`config.mk`:
```
export PLATFORM = sky130hd
export DESIGN_NAME = serial_tx_arbiter
export DESIGN_NICKNAME = d
export VERILOG_FILES = /design/src/rtl/serial_tx_arbiter.sv
export SDC_FILE = /design/constraint.sdc
export NUM_CORES = 1
export LEC_CHECK = 0
export ABC_AREA = 1
export ABC_CLOCK_PERIOD_IN_PS = 2100
export BUFFER_PORTS_ARGS = -buffer_cell sky130_fd_sc_hd__buf_2
export CAP_MARGIN = 25
export CORE_MARGIN = 2
export CORE_UTILIZATION = 53
export CTS_CLUSTER_SIZE = 30
export DETAILED_ROUTE_END_ITERATION = 8
export PLACE_DENSITY = 0.92
export SLEW_MARGIN = 20
export SYNTH_ARGS = -nofsm -noshare
export SYNTH_HDL_FRONTEND = slang
export SYNTH_SLANG_ARGS = --single-unit
```
`constraint.sdc`:
```
create_clock -name clk -period 2.1 [get_ports clk]
set_clock_uncertainty 0.05 [all_clocks]
set_input_delay 0.315 -clock clk [delete_from_list [all_inputs] [get_ports clk]]
set_output_delay 0.315 -clock clk [all_outputs]
set_load 0.005 [all_outputs]
```
`src/rtl/serial_tx_arbiter.sv`:
```
// Round-robin arbiter sharing one quick_rs232 transmit channel among NUM_REQ byte producers.
// Define SERIAL_TX_ARB_TIMEOUT_EN to abort a handshake stuck waiting on tx_data_copied.
module serial_tx_arbiter #(
  parameter int NUM_REQ        = 4,
  parameter int HOLD_CYCLES    = 10,
  parameter int TIMEOUT_CYCLES = 1000000
) (
  input  logic                 clk,
  input  logic                 rst,
  input  logic [NUM_REQ-1:0]   req,
  input  logic [NUM_REQ*8-1:0] req_data,
  output logic [NUM_REQ-1:0]   ack,
  output logic                 arb_busy,
  output logic                 tx_transaction,
  output logic [7:0]           tx_data,
  output logic                 tx_data_ready,
  input  logic                 tx_data_copied,
  input  logic                 tx_busy,
  output logic                 timeout_err
);

  localparam int         IDX_W     = $clog2(NUM_REQ);
  localparam logic [7:0] HOLD_LAST = 8'(HOLD_CYCLES - 1);

  if (NUM_REQ < 2 || NUM_REQ > 8) begin : g_bad_num_req
    $error("serial_tx_arbiter: NUM_REQ must be 2..8");
  end
  if (HOLD_CYCLES < 1 || HOLD_CYCLES > 255) begin : g_bad_hold
    $error("serial_tx_arbiter: HOLD_CYCLES must be 1..255");
  end
  if (TIMEOUT_CYCLES < 1) begin : g_bad_timeout
    $error("serial_tx_arbiter: TIMEOUT_CYCLES must be at least 1");
  end

  typedef enum logic [2:0] {
    S_IDLE,
    S_LOAD,
    S_DROP,
    S_HOLD,
    S_FIN
  } state_t;

  state_t             state_q, state_d;
  logic [IDX_W-1:0]   last_q, last_d;
  logic [7:0]         hold_cnt_q, hold_cnt_d;
  logic [NUM_REQ-1:0] ack_q, ack_d;
  logic               tx_trans_q, tx_trans_d;
  logic [7:0]         tx_data_q, tx_data_d;
  logic               tx_rdy_q, tx_rdy_d;

  logic               grant_vld;
  logic [IDX_W-1:0]   grant_idx;

`ifdef SERIAL_TX_ARB_TIMEOUT_EN
  localparam logic [31:0] TO_LAST = 32'(TIMEOUT_CYCLES - 1);
  logic [31:0] to_cnt_q, to_cnt_d;
  logic        terr_q, terr_d;
`endif

  // Rotating search: first pending requester strictly after the previous winner.
  always_comb begin : pick
    logic [IDX_W:0] cand;
    grant_vld = 1'b0;
    grant_idx = last_q;
    cand      = '0;
    for (int k = 1; k <= NUM_REQ; k++) begin
      cand = {1'b0, last_q} + (IDX_W+1)'(k);
      if (cand >= (IDX_W+1)'(NUM_REQ)) begin
        cand = cand - (IDX_W+1)'(NUM_REQ);
      end
      if (!grant_vld && req[cand[IDX_W-1:0]]) begin
        grant_vld = 1'b1;
        grant_idx = cand[IDX_W-1:0];
      end
    end
  end

  always_comb begin
    state_d    = state_q;
    last_d     = last_q;
    hold_cnt_d = hold_cnt_q;
    ack_d      = '0;
    tx_trans_d = tx_trans_q;
    tx_data_d  = tx_data_q;
    tx_rdy_d   = tx_rdy_q;
`ifdef SERIAL_TX_ARB_TIMEOUT_EN
    to_cnt_d   = to_cnt_q;
    terr_d     = 1'b0;
`endif

    unique case (state_q)
      S_IDLE: begin
        if (!tx_busy && grant_vld) begin
          tx_data_d         = req_data[{grant_idx, 3'b000} +: 8];
          last_d            = grant_idx;
          ack_d[grant_idx]  = 1'b1;
          tx_trans_d        = 1'b1;
          tx_rdy_d          = 1'b1;
          state_d           = S_LOAD;
`ifdef SERIAL_TX_ARB_TIMEOUT_EN
          to_cnt_d          = '0;
`endif
        end
      end
      S_LOAD: begin
        if (tx_data_copied) begin
          state_d = S_DROP;
        end
      end
      S_DROP: begin
        if (!tx_data_copied) begin
          hold_cnt_d = '0;
          state_d    = S_HOLD;
        end
      end
      S_HOLD: begin
        if (hold_cnt_q == HOLD_LAST) begin
          tx_rdy_d   = 1'b0;
          hold_cnt_d = '0;
          state_d    = S_FIN;
        end else begin
          hold_cnt_d = hold_cnt_q + 8'd1;
        end
      end
      S_FIN: begin
        if (hold_cnt_q == HOLD_LAST) begin
          tx_trans_d = 1'b0;
          hold_cnt_d = '0;
          state_d    = S_IDLE;
        end else begin
          hold_cnt_d = hold_cnt_q + 8'd1;
        end
      end
      default: begin
        state_d = S_IDLE;
      end
    endcase

`ifdef SERIAL_TX_ARB_TIMEOUT_EN
    // The abort overrides any copy progress seen on the same edge; last is kept.
    if (state_q == S_LOAD || state_q == S_DROP) begin
      if (to_cnt_q == TO_LAST) begin
        state_d    = S_IDLE;
        tx_rdy_d   = 1'b0;
        tx_trans_d = 1'b0;
        terr_d     = 1'b1;
        to_cnt_d   = '0;
      end else begin
        to_cnt_d = to_cnt_q + 32'd1;
      end
    end
`endif
  end

  always_ff @(posedge clk) begin
    if (rst) begin
      state_q    <= S_IDLE;
      last_q     <= IDX_W'(NUM_REQ - 1);
      hold_cnt_q <= '0;
      ack_q      <= '0;
      tx_trans_q <= 1'b0;
      tx_data_q  <= '0;
      tx_rdy_q   <= 1'b0;
`ifdef SERIAL_TX_ARB_TIMEOUT_EN
      to_cnt_q   <= '0;
      terr_q     <= 1'b0;
`endif
    end else begin
      state_q    <= state_d;
      last_q     <= last_d;
      hold_cnt_q <= hold_cnt_d;
      ack_q      <= ack_d;
      tx_trans_q <= tx_trans_d;
      tx_data_q  <= tx_data_d;
      tx_rdy_q   <= tx_rdy_d;
`ifdef SERIAL_TX_ARB_TIMEOUT_EN
      to_cnt_q   <= to_cnt_d;
      terr_q     <= terr_d;
`endif
    end
  end

  assign ack            = ack_q;
  assign arb_busy       = (state_q != S_IDLE);
  assign tx_transaction = tx_trans_q;
  assign tx_data        = tx_data_q;
  assign tx_data_ready  = tx_rdy_q;
`ifdef SERIAL_TX_ARB_TIMEOUT_EN
  assign timeout_err    = terr_q;
`else
  assign timeout_err    = 1'b0;
`endif

endmodule
```
### Word-level counts from Yosys, hierarchy flattened

Cells that the tools add are included.

| word-level totals | value |
|---|---|
| bits in registers | 27 |
| bits of input ports | 40 |
| output and inout port bits | 16 |
| word-level logic and storage cells | 95 |

| operators by class | value |
|---|---|
| $add $sub $neg | 9 |
| order comparisons | 10 |
| equal/unequal tests | 10 |
| shift-type cells | 1 |
| multiplexer cells | 35 |
| bitwise operators | 2 |
| reductions and logical operators | 21 |

Operators with widths:

| kind | count |
|---|---|
| indexed part select 32 x 6 -> 8 bit | 1 |
| 2-to-1 mux 2 bit | 8 |
| 2-to-1 mux 8 bit | 2 |
| one-hot mux 8 bit (2 select lines) | 1 |
| less-than comparator 2 x 3 -> 1 bit (second input constant) | 5 |
| 2-to-1 mux 3 bit | 5 |
| one-hot mux 3 bit (5 select lines) | 1 |
| >= comparator 3 bit (second input constant) | 4 |
| 2-to-1 mux 1 bit | 11 |
| inequality test 2 bit (second input constant) | 5 |
| adder 8 x 1 -> 8 bit (second input constant) | 1 |
| binary-select mux 1 bit (select 2 bit) | 4 |
| == test 8 x 4 -> 1 bit (second input constant) | 1 |
| subtractor 2 x 1 -> 2 bit (second input constant) | 4 |
| adder 2 x 2 -> 3 bit (second input constant) | 2 |
| == test 3 x 2 -> 1 bit (second input constant) | 2 |
| AND reduction 3 bit | 2 |
| nonzero test 2 bit | 3 |
| logical AND 1 bit | 5 |
| AND reduction 5 bit | 1 |
| logical NOT 1 bit | 4 |
| one-hot mux 1 bit (2 select lines) | 2 |
| AND reduction 2 bit | 2 |
| adder 2 x 1 -> 3 bit (second input constant) | 1 |
| 10 further kinds | 11 |

### Depth between registers and ports, before layout

Gate-level depths: netlist of run 1.

| logic depth | value |
|---|---|
| depth after elaboration | 19 |
| depth in mapped cells | 16 |
| depth with buffers taken out | 15 |

### Worst setup path before layout of run 1

OpenSTA, ideal clock, no wires.

| timing path | value |
|---|---|
| path kind | register -> register |
| from | register last_q[1] |
| to | register tx_data_q[2], in the netlist tx_data[2] |
| setup time | 109 ps |
| arrival time | 1,509 ps |
| data required time | 1,941 ps |
| path slack | 432 ps |
| stages on the path, launching flop included | 15 |
| path buffers | 2 |
| period minus slack after synthesis | 1,668 ps |
| path through | dfxtp_1 -> buf_2 -> inv_2 -> nand2_1 -> nand2_4 -> nand2_4 -> nand2_4 -> or2_0 -> nand3_2 -> nand2_4 -> buf_6 -> nand3_2 -> nand3_2 -> nand2_1 -> inv_1 |

| on the way | value |
|---|---|
| word-level cells in the longest chain between the ends | 17 |
| elaborated cells between the ends (all ways) | 41 |
| those cells by class | 8 x add/sub; 4 x order compare; 1 x shift; 20 x mux; 8 x reduce/logical |

Ends and longest elaborated chain:

| item | RTL line | text |
|---|---|---|
| start: declaration | 44 | `logic [IDX_W-1:0] last_q, last_d;` |
| start signal: assignment | 158 | `last_q <= IDX_W'(NUM_REQ - 1);` |
| start signal: assignment | 170 | `last_q <= last_d;` |
| parallel branches: the longest is 17 deep, another holds adder 2 x 1 -> 3 bit | - |  |
| end signal: assignment | 174 | `tx_data_q <= tx_data_d;` |
| end: declaration | 48 | `logic [7:0] tx_data_q, tx_data_d;` |

Parallel ways; which one is timed is not known. The select of a mux whose other input is x is not followed.
A chain may end at the register's enable or synchronous reset.

### Final worst setup path of run 1

| timing path | value |
|---|---|
| from | register last_q[1] |
| to | register tx_data_q[0], in the netlist tx_data[0] |

Same word-level chain as after synthesis.

==> results.txt, run 1 <==
Outcome - finished, final reports clean
Clock transition at path regs - 0.08 ns
Gr ovfl total - 0
CTS tree - done
Synth unique cells - 37
CTS Buf Count - 3
Post-route cell area - 2480 um2
CTS Sinks - 27
R2R depth - 15
XOR/XNOR Fraction of Synth Area - 0
Buf+Inv Stages, Crit Path - 3
Crit. Startpoint - last_q[1]
Final min period - 1.89 ns
Post-Synth Adder-Cell Area - 0.0116
1st-iter DRT viols - 152
Starting Density - 0.545
GPL Wtd Cong - 0.872
CP delay by family, top - simple AND/OR/NAND/NOR gates
Worst path required time - 2.23 ns
Die X - 67.9 um
Non-filler cells in the finished layout - 407
Kind of critical path - reg -> reg
Hpwl dp - 3970 um
FF-to-FF End - tx_data[0]
CP Capture Type - register
Final Hold Vio Count - 0
Complex-gate fraction of the synthesized area - 0.116
Clock Latency Late Sink - 0.27 ns
Mapped Cells - 303
Clk buf depth - 2
RR Startpoint - last_q[1]
FF+latch count, synth - 27
Setup crit start kind - register
PwrDens - 1530 nW/um2
Asr flop ratio synth - 0
Crit path capture - tx_data[0]
Worst path depth - 15
DRC violations left - 0
Die Y-Extent - 67.9 um
IO Count - 56
Seq/Total Area, Yosys - 0.250
EDFF count, synth - 0
# setup viols final - 0
Routed Antenna Nets - 0
Max IR drop VDD - 0.856 mV
DR vias - 2,145
Routed WL per cell - 12.2 um
Finished Core Util - 0.625
Data arrival, critical path - 2.03 ns
# diodes - 0
Share of cells above drive strength 1 - 0.342
Initial antenna violation count - 0
CTS Hold Bufs - 0
Synthesis-to-layout area growth - 14.6%
Worst hold path class - in -> reg
Commonest cells after routing, fill and taps aside - 60 x nand2_1, 54 x buf_2, 51 x inv_1
Drt via density - 5.27
Synth Area per Inst - 7.15 um2
Slowest stage cell, crit path - dfxtp_2
Largest net degree at the start of global routing - 20
# Post-CTS Setup Buffers - 0
Netlist Area Pre-Place - 2170 um2
Top post-synthesis cells by area - dfxtp_1 25%, nand3_2 11%, nand2_1 10%
Sum Neg Setup Slack - 0 ns
Core Area - 3970 um2
CP cell instances - inv_2, nand2_1, nand2_4, nand2_4, nand2_4, inv_4, nand2_2, nand2_4, nand2_4, nand2_1, nand2_1, nand2_1, nand3_1, nand2_1, inv_1
Vias in the first global route - 1,973
Warnings, synthesis - 0
Root Buffer - clkbuf_8
Nets - 400
Final period util - 0.901
Largest family of logic cells by synthesized area - simple AND/OR/NAND/NOR gates
Tot GR Track Use - 0.231
Simple-gate area share of the yosys netlist - 0.477
Crit Path Max Fanout - 17
Placed cells - 403
Site row count - 23
Cell accounting for the most synthesized area - dfxtp_1
Leak Pwr - 1.33 nW
Most common cell after layout, fill and taps aside - nand2_1
Multiplexer share of the synthesized area - 0
Dpl cell area - 2430 um2
R2r setup slk - 0.21 ns
Final wirelength - 4950 um
Die footprint - 4610 um2
# H-tree levels - 1
Port Buffers - 54
Max Clock Freq - 0.528 GHz
Ys flop type - dfxtp_1
RSZ-0062 raised after global routing - no
First-pass GRT wire length - 8250 um
1st-pass router iterations - 4
Synth top area share - 0.250
CP max stage delay - 0.43 ns
Fin. max-slew vios - 0
Number of max-cap violations - 0
Syn_nets - 345
-- repair_timing --
| action | in CTS | in global routing |
|---|---|---|
| endpoints found under the hold margin | 0 | 0 |
| endpoints found under the setup margin | 0 | 11 |
| resized for setup | 0 | 2 |
-- layer usage --
layer  wire (um)  global-route usage
met3         168              0.0296
met4          80              0.0825
met2        2560               0.426
met5           0                   0
met1        2140               0.271
-- cell usage after synthesis (2+ instances only) --
cell / number
a21oi_1: 14
buf_12: 3
buf_6: 2
clkbuf_1: 2
dfxtp_1: 27
ha_1: 2
inv_1: 51
inv_2: 2
nand2_1: 60
nand2_2: 8
nand2_4: 16
nand3_1: 33
nand3_2: 23
nand3_4: 2
nand4_1: 3
nor2_1: 12
nor3_1: 4
nor3_2: 3
o21a_1: 8
o21ai_0: 10
o21ai_1: 2
-- per-stage QoR --
| step | worst slack (ns) | power (mW) | hold slack, ns |
|---|---|---|---|
| floorplan | 0.432 | 3.08 | 0.395 |
| global placement | 0.137 | 3.41 | 0.403 |
| detailed placement | 0.101 | 3.48 | 0.411 |
| CTS | 0.0851 | 3.78 | 0.314 |
| global route | 0.0155 | 4.12 | 0.331 |
| finish | 0.207 | 3.79 | 0.314 |
-- worst min path at each step --
stage             startpoint            end  slack, ns  cells after the start
4_1_cts                  rst  hold_cnt_q[1]       0.31                      2
3_3_place_gp   hold_cnt_q[7]  hold_cnt_q[7]       0.40                      2
3_5_place_dp   tx_data_ready  tx_data_ready       0.41                      2
2_1_floorplan  hold_cnt_q[7]  hold_cnt_q[7]       0.40                      2
5_1_grt                  rst  hold_cnt_q[3]       0.33                      2
6_report                 rst  hold_cnt_q[1]       0.31                      2
-- power breakdown --
group	switching, mW	total (mW)	internal [mW]	leakage, nW
clock	0.157	0.293	0.136	0.0228
sequential	0.118	0.783	0.664	0.220
combinational	1.77	2.72	0.951	1.09
-- cells by family after synthesis --
group                      Yosys count
adders and majority gates            2
DFF                                 27
AOI/OAI and AO/OA                   42
buffers and inverters               64
and+or+nand+nor                    167
other                                1
-- area by class of cell --
type | instances | area, um2
repair buffers | 59 | 308
flip-flops and latches | 27 | 543
clock buffers | 4 | 45.0
multi-input cells | 212 | 1310
well taps | 50 | 62.6
fillers | 355 | 1490
inverters | 55 | 210
-- state kept, by name, indices dropped and copies added, names as in the netlist --
| register | count |
|---|---|
| tx_transaction | 1 |
| tx_data_ready | 1 |
| tx_data | 8 |
| ack | 4 |
| state_q | 3 |
| last_q | 2 |
| hold_cnt_q | 8 |
Power figures use the tool's default switching activity.
==> inputs of run 2 (changes only) <==
- PLACE_DENSITY: 0.92 -> unset
- PLACE_DENSITY_LB_ADDON: unset -> 0.2
==> run 2 against run 1 <==
Effect of this change: highest routed layer unchanged; first-iteration DRC count decreased by 51%; register-to-register slack lost 0.03 ns; flip-flop and latch count did not move; fmax fell by 1.4%; combinational power up 1%; total power up 0.88%; sequential share of layout area down 0.16 points; cell area up 0.50%; critical path type unchanged; clock-buffer cell count is 1 lower; utilization is 0.31 points higher.
==> results.txt, run 2 (synthesis results as in run 1) <==
Sequential share of power - 0.200 (-0.006)
Worst hold path class - in -> reg
Switching Fraction - 0.543 (+0.00448)
Max Clock Freq - 0.521 GHz (-1.4%)
Starting Density - 0.545 (unchanged)
CP max stage delay - 0.39 ns (-0.04 ns)
IO Count - 56 (unchanged)
1st-pass router iterations - 5 (+1)
PwrDens - 1530 nW/um2 (+0.37%)
Largest net degree at the start of global routing - 18 (-10%)
Port Buffers - 54 (unchanged)
Nets - 398 (-0.50%)
1st-iter DRT viols - 74 (-51%)
Sum Neg Setup Slack - 0 ns (unchanged)
Setup crit start kind - register
Clock power share - 0.080 (+0.003)
Psw - 2.08 mW (+1.7%)
Fin. max-slew vios - 0 (unchanged)
Clock transition at path regs - 0.10 ns (+0.02 ns)
Placed cells - 401 (-0.50%)
First-pass GRT wire length - 7780 um (-5.6%)
Non-filler cells in the finished layout - 405 (-0.49%)
# diodes - 0 (unchanged)
Setup ws final - 0.179 ns (-0.0275 ns)
Most common cell after layout, fill and taps aside - nand2_1
Routed Antenna Nets - 0 (unchanged)
CP cell instances - buf_6, nand2_1, nand2_4, nand2_4, nand2_4, or2_0, nand3_2, nand2_8, clkinv_2, nand2_1, nand3_2, nand2_1, inv_1
Hold_sp - rst
Core Area - 3970 um2 (unchanged)
Hpwl dp - 3680 um (-7.3%)
Finished Core Util - 0.628 (+0.00315)
Final period util - 0.915 (+0.0131)
Final min period - 1.92 ns (+0.0275 ns)
Number of max-cap violations - 0 (unchanged)
Initial antenna violation count - 0 (unchanged)
DR vias - 2,018 (-5.9%)
Setup WS pre-CTS - 0.0809 ns (-0.0196 ns)
Data arrival, critical path - 2.06 ns (+0.03 ns)
Root Buffer - clkbuf_8
Slowest stage cell, crit path - dfxtp_1
DRC violations left - 0 (unchanged)
GPL Wtd Cong - 0.890 (+2.0%)
Share of cells above drive strength 1 - 0.341 (-0.000892)
CTS Buf Count - 3 (unchanged)
CTS tree - done
Kind of critical path - reg -> reg
Routed WL per cell - 11.7 um (-4.1%)
Gr ovfl total - 0 (unchanged)
Outcome - finished, final reports clean
Synthesis-to-layout area growth - 15.1%
# H-tree levels - 1 (unchanged)
Clk buf depth - 2 (unchanged)
Leak Pwr - 1.33 nW (-0.40%)
Comb pwr share - 0.720 (+0.004)
Die Y-Extent - 67.9 um (unchanged)
RSZ-0062 raised after global routing - no
Fill cell count - 376 (+5.9%)
Final wirelength - 4720 um (-4.6%)
Sequential Area - 542 um2 (-0.23%)
Die X - 67.9 um (unchanged)
Crit Path Max Fanout - 13 (-4)
CP Capture Type - register
CP delay by family, top - simple AND/OR/NAND/NOR gates
Buf+Inv Stages, Crit Path - 3 (unchanged)
Drt via density - 4.98 (-5.5%)
Vias in the first global route - 1,827 (-7.4%)
RR Startpoint - last_q[0]
Tot GR Track Use - 0.218 (-0.0133)
Internal - 1.75 mW (about the same)
# setup viols final - 0 (unchanged)
CTS Sinks - 27 (unchanged)
Area of the multi-input gates - 1330 um2 (+1.6%)
Crit. Startpoint - last_q[0]
Clock Latency Late Sink - 0.28 ns (about the same)
Site row count - 23 (unchanged)
Die footprint - 4610 um2 (unchanged)
Max IR drop VDD - 0.624 mV (-27%)
Commonest cells after routing, fill and taps aside - 60 x nand2_1, 54 x buf_2, 51 x inv_1
Worst path required time - 2.24 ns (about the same)
Final Hold Vio Count - 0 (unchanged)
run 2: changes by cell type in the layout (fill, tap and decap cells not counted):
cell        previous run  this run
buf_4                  5         2
clkinvlp_4             0         1
dfxtp_2                2         1
clkbuf_1               1         0
dfxtp_1               25        26
nand2_8                0         2
nand2_4               16        14
a21oi_1               14        13
buf_6                  0         1
a21oi_2                0         1
run 2: cell type report:
| class | count | share of cell area |
|---|---|---|
| multi-input combinational | 212 | 0.535 |
| sequential | 27 | 0.217 |
| timing repair buffer | 57 | 0.119 |
| inverter | 55 | 0.0843 |
| tap | 50 | 0.0251 |
| clock buffer | 3 | 0.0166 |
| clock inverter | 1 | 0.00301 |
run 2: final timing paths:
kind | endpoint | slack [ns] | cells past startpoint
max | tx_data[4] | 0.18 | 13
min | hold_cnt_q[1] | 0.31 | 2
max reg2reg | tx_data[4] | 0.18 | 13
min reg2reg | hold_cnt_q[7] | 0.42 | 2
run 2: routing by layer:
metal  vias to the layer above  global-route usage  part of all wire
met1                       887               0.259              0.44
met3                         6              0.0362             0.058
met4                         0              0.0350            0.0072
met5                         -                   0                 0
met2                        46               0.413              0.49
li1                       1079                   -                 -
run 2: stage by stage:
stage          cell area [um2]  hold slack, ns  power (mW)
3_3_place_gp              2420           0.405        3.41
2_1_floorplan             2170           0.395        3.08
5_1_grt                   2490           0.325        4.17
4_1_cts                   2470           0.311        3.78
3_5_place_dp              2420           0.410        3.46
6_report                  2490           0.312        3.83
run 2: power groups by stage:
stage | combinational, mW | clock, mW | sequential (mW)
6_report | 2.76 | 0.305 | 0.766
4_1_cts | 2.70 | 0.313 | 0.763
2_1_floorplan | 2.32 | 0 | 0.759
3_3_place_gp | 2.64 | 0 | 0.774
5_1_grt | 3.05 | 0.333 | 0.791
3_5_place_dp | 2.69 | 0 | 0.772
run 2: repair_timing:
item                                    in CTS  in global routing
hold endpoints to repair                     0                  0
setup buffers                                0                  0
hold buffers                                 0                  0
gates resized for setup                      0                  5
endpoints found under the setup margin       0                 13
==> inputs of run 3 (changes only) <==
- REMOVE_ABC_BUFFERS: unset -> 1
==> run 3 against run 2 <==
Effect of this change: fmax up 0.89%; first-iteration DRC count fell by 24%; combinational power down 4%; register-to-register slack better by 0.02 ns; sequential power increased by 2%; wire length down 5.4%; non-clock buffer count up 1; critical path depth is 2 lower; via count grew 1.5%; worst setup slack improved by 0.017 ns; worst hold slack gained 0.0035 ns; flip-flop and latch count is the same; largest cell class unchanged; largest power group unchanged.
==> results.txt, run 3 (synthesis results as in run 1) <==
Outcome - finished, final reports clean
Die Y-Extent - 67.9 um (unchanged)
RSZ-0062 raised after global routing - no
Sequential share of power - 0.211 (+0.011)
GPL Wtd Cong - 0.789 (-11%)
Worst path required time - 2.25 ns (about the same)
# setup viols final - 0 (unchanged)
Data arrival, critical path - 2.05 ns (about the same)
First-pass GRT wire length - 7420 um (-4.7%)
Number of max-cap violations - 0 (unchanged)
Clock Latency Late Sink - 0.27 ns (about the same)
CP cell instances - buf_4, nand2_1, nand2_4, nand2_2, nand2_4, nand2_4, nand2_2, nand2_4, nand2_4, inv_1, nor3_2
DRC violations left - 0 (unchanged)
# H-tree levels - 1 (unchanged)
CP Capture Type - register
Clock transition at path regs - 0.09 ns (about the same)
Internal - 1.73 mW (-1.4%)
Final wirelength - 4470 um (-5.4%)
Slowest stage cell, crit path - dfxtp_2
Port Buffers - 54 (unchanged)
CTS Buf Count - 3 (unchanged)
Max transition margin - 0.659
Die footprint - 4610 um2 (unchanged)
Sequential Area - 543 um2 (+0.23%)
Routed Antenna Nets - 0 (unchanged)
WHS - 0.315 ns (+0.00349 ns)
Top layer in use - met4
Setup crit start kind - register
Starting Density - 0.545 (unchanged)
Psw - 1.99 mW (-4.4%)
DR vias - 2,049 (+1.5%)
Sum Neg Setup Slack - 0 ns (unchanged)
Max Clock Freq - 0.525 GHz (+0.89%)
Area of the multi-input gates - 1310 um2 (-1.6%)
Largest net degree at the start of global routing - 18 (unchanged)
Nets - 399 (+0.25%)
Commonest cells after routing, fill and taps aside - 60 x nand2_1, 54 x buf_2, 51 x inv_1
Final min period - 1.90 ns (-0.0169 ns)
Total power - 3.71 mW (-3.0%)
Tot GR Track Use - 0.204 (-0.0136)
Synthesis-to-layout area growth - 14.4%
Max IR drop VDD - 0.763 mV (+22%)
Fin. max-slew vios - 0 (unchanged)
Core Area - 3970 um2 (unchanged)
Routed WL per cell - 11.0 um (-5.6%)
Clk buf depth - 2 (unchanged)
CTS Sinks - 27 (unchanged)
CP most frequent cell - nand2_4
1st-iter DRT viols - 56 (-24%)
Fill cell count - 394 (+4.8%)
Comb pwr share - 0.711 (-0.009)
Routed wl met3 - 174 um (-36%)
Initial antenna violation count - 0 (unchanged)
PwrDens - 1500 nW/um2 (-2.4%)
Root Buffer - clkbuf_8
# Post-CTS Setup Buffers - 0 (unchanged)
Site row count - 23 (unchanged)
Hpwl dp - 3490 um (-5.2%)
Slew @ Worst Pin - 0.510 ns
Switching Fraction - 0.535 (-0.00782)
Drt via density - 5.05 (+1.3%)
Share of cells above drive strength 1 - 0.340 (-0.000957)
1st-pass router iterations - 4 (-1)
Final Hold Vio Count - 0 (unchanged)
CTS tree - done
IO Count - 56 (unchanged)
Met2 Wirelength - 2150 um (-7.2%)
Kind of critical path - reg -> reg
CP max stage delay - 0.40 ns (about the same)
# diodes - 0 (unchanged)
Final period util - 0.907 (-0.00803)
Clock power share - 0.078 (-0.002)
Die X - 67.9 um (unchanged)
Vias in the first global route - 1,796 (-1.7%)
Wire length on met1 - 2110 um (+0.52%)
Leak Pwr - 1.33 nW (+0.12%)
Most common cell after layout, fill and taps aside - nand2_1
Gr ovfl total - 0 (unchanged)
Worst hold path class - in -> reg
Crit Path Max Fanout - 17 (+4)
CP delay by family, top - simple AND/OR/NAND/NOR gates
Buf+Inv Stages, Crit Path - 2 (-1)
run 3: power groups by stage:
stage	clock [mW]	sequential [mW]	combinational, mW
global route	0.316	0.802	2.97
floorplan	0	0.795	2.04
CTS	0.303	0.774	2.64
finish	0.291	0.783	2.64
detailed placement	0	0.785	2.63
global placement	0	0.788	2.59
run 3: layer usage:
layer	GRT usage	vias to the layer above
met4	0.0450	0
li1	-	1080
met2	0.356	44
met5	0	-
met1	0.258	921
met3	0.0428	4
run 3: path summary, 6_finish.rpt:
check | startpoint | to | slack (ns) | depth (start not counted)
setup / recovery | last_q[0] | ack[3] | 0.20 | 11
hold reg to reg | hold_cnt_q[7] | hold_cnt_q[7] | 0.42 | 2
hold / removal | rst | hold_cnt_q[3] | 0.32 | 2
setup reg to reg | last_q[0] | ack[3] | 0.20 | 11
run 3: what timing repair did:
action / CTS / global route
endpoints found under the hold margin: 0 / 0
setup endpoints to repair: 0 / 11
hold buffers: 0 / 0
gates resized for setup: 0 / 5
run 3: final cells by class:
type | count | share of cell area
clock buffer | 4 | 0.0182
inverter | 55 | 0.0864
multi-input combinational | 212 | 0.530
sequential | 27 | 0.219
tap | 50 | 0.0253
timing repair buffer | 58 | 0.121
run 3: worst register-to-register path: cells and delay by family, from the launching register on:
kind                   cells  cell delay [ns]
AND/OR/NAND/NOR            9             1.03
flip-flops                 1             0.40
buffers and inverters      2             0.32
run 3: through the flow:
step	util	setup slack, ns	cell area, um2	instances
after floorplan	-	0.0696	2060	294
after global placement	0.611	0.0945	2430	402
after detailed placement	0.611	0.0870	2430	402
after CTS	0.622	0.0747	2470	406
after global routing	0.624	0.0128	2480	406
final	0.624	0.196	2480	406
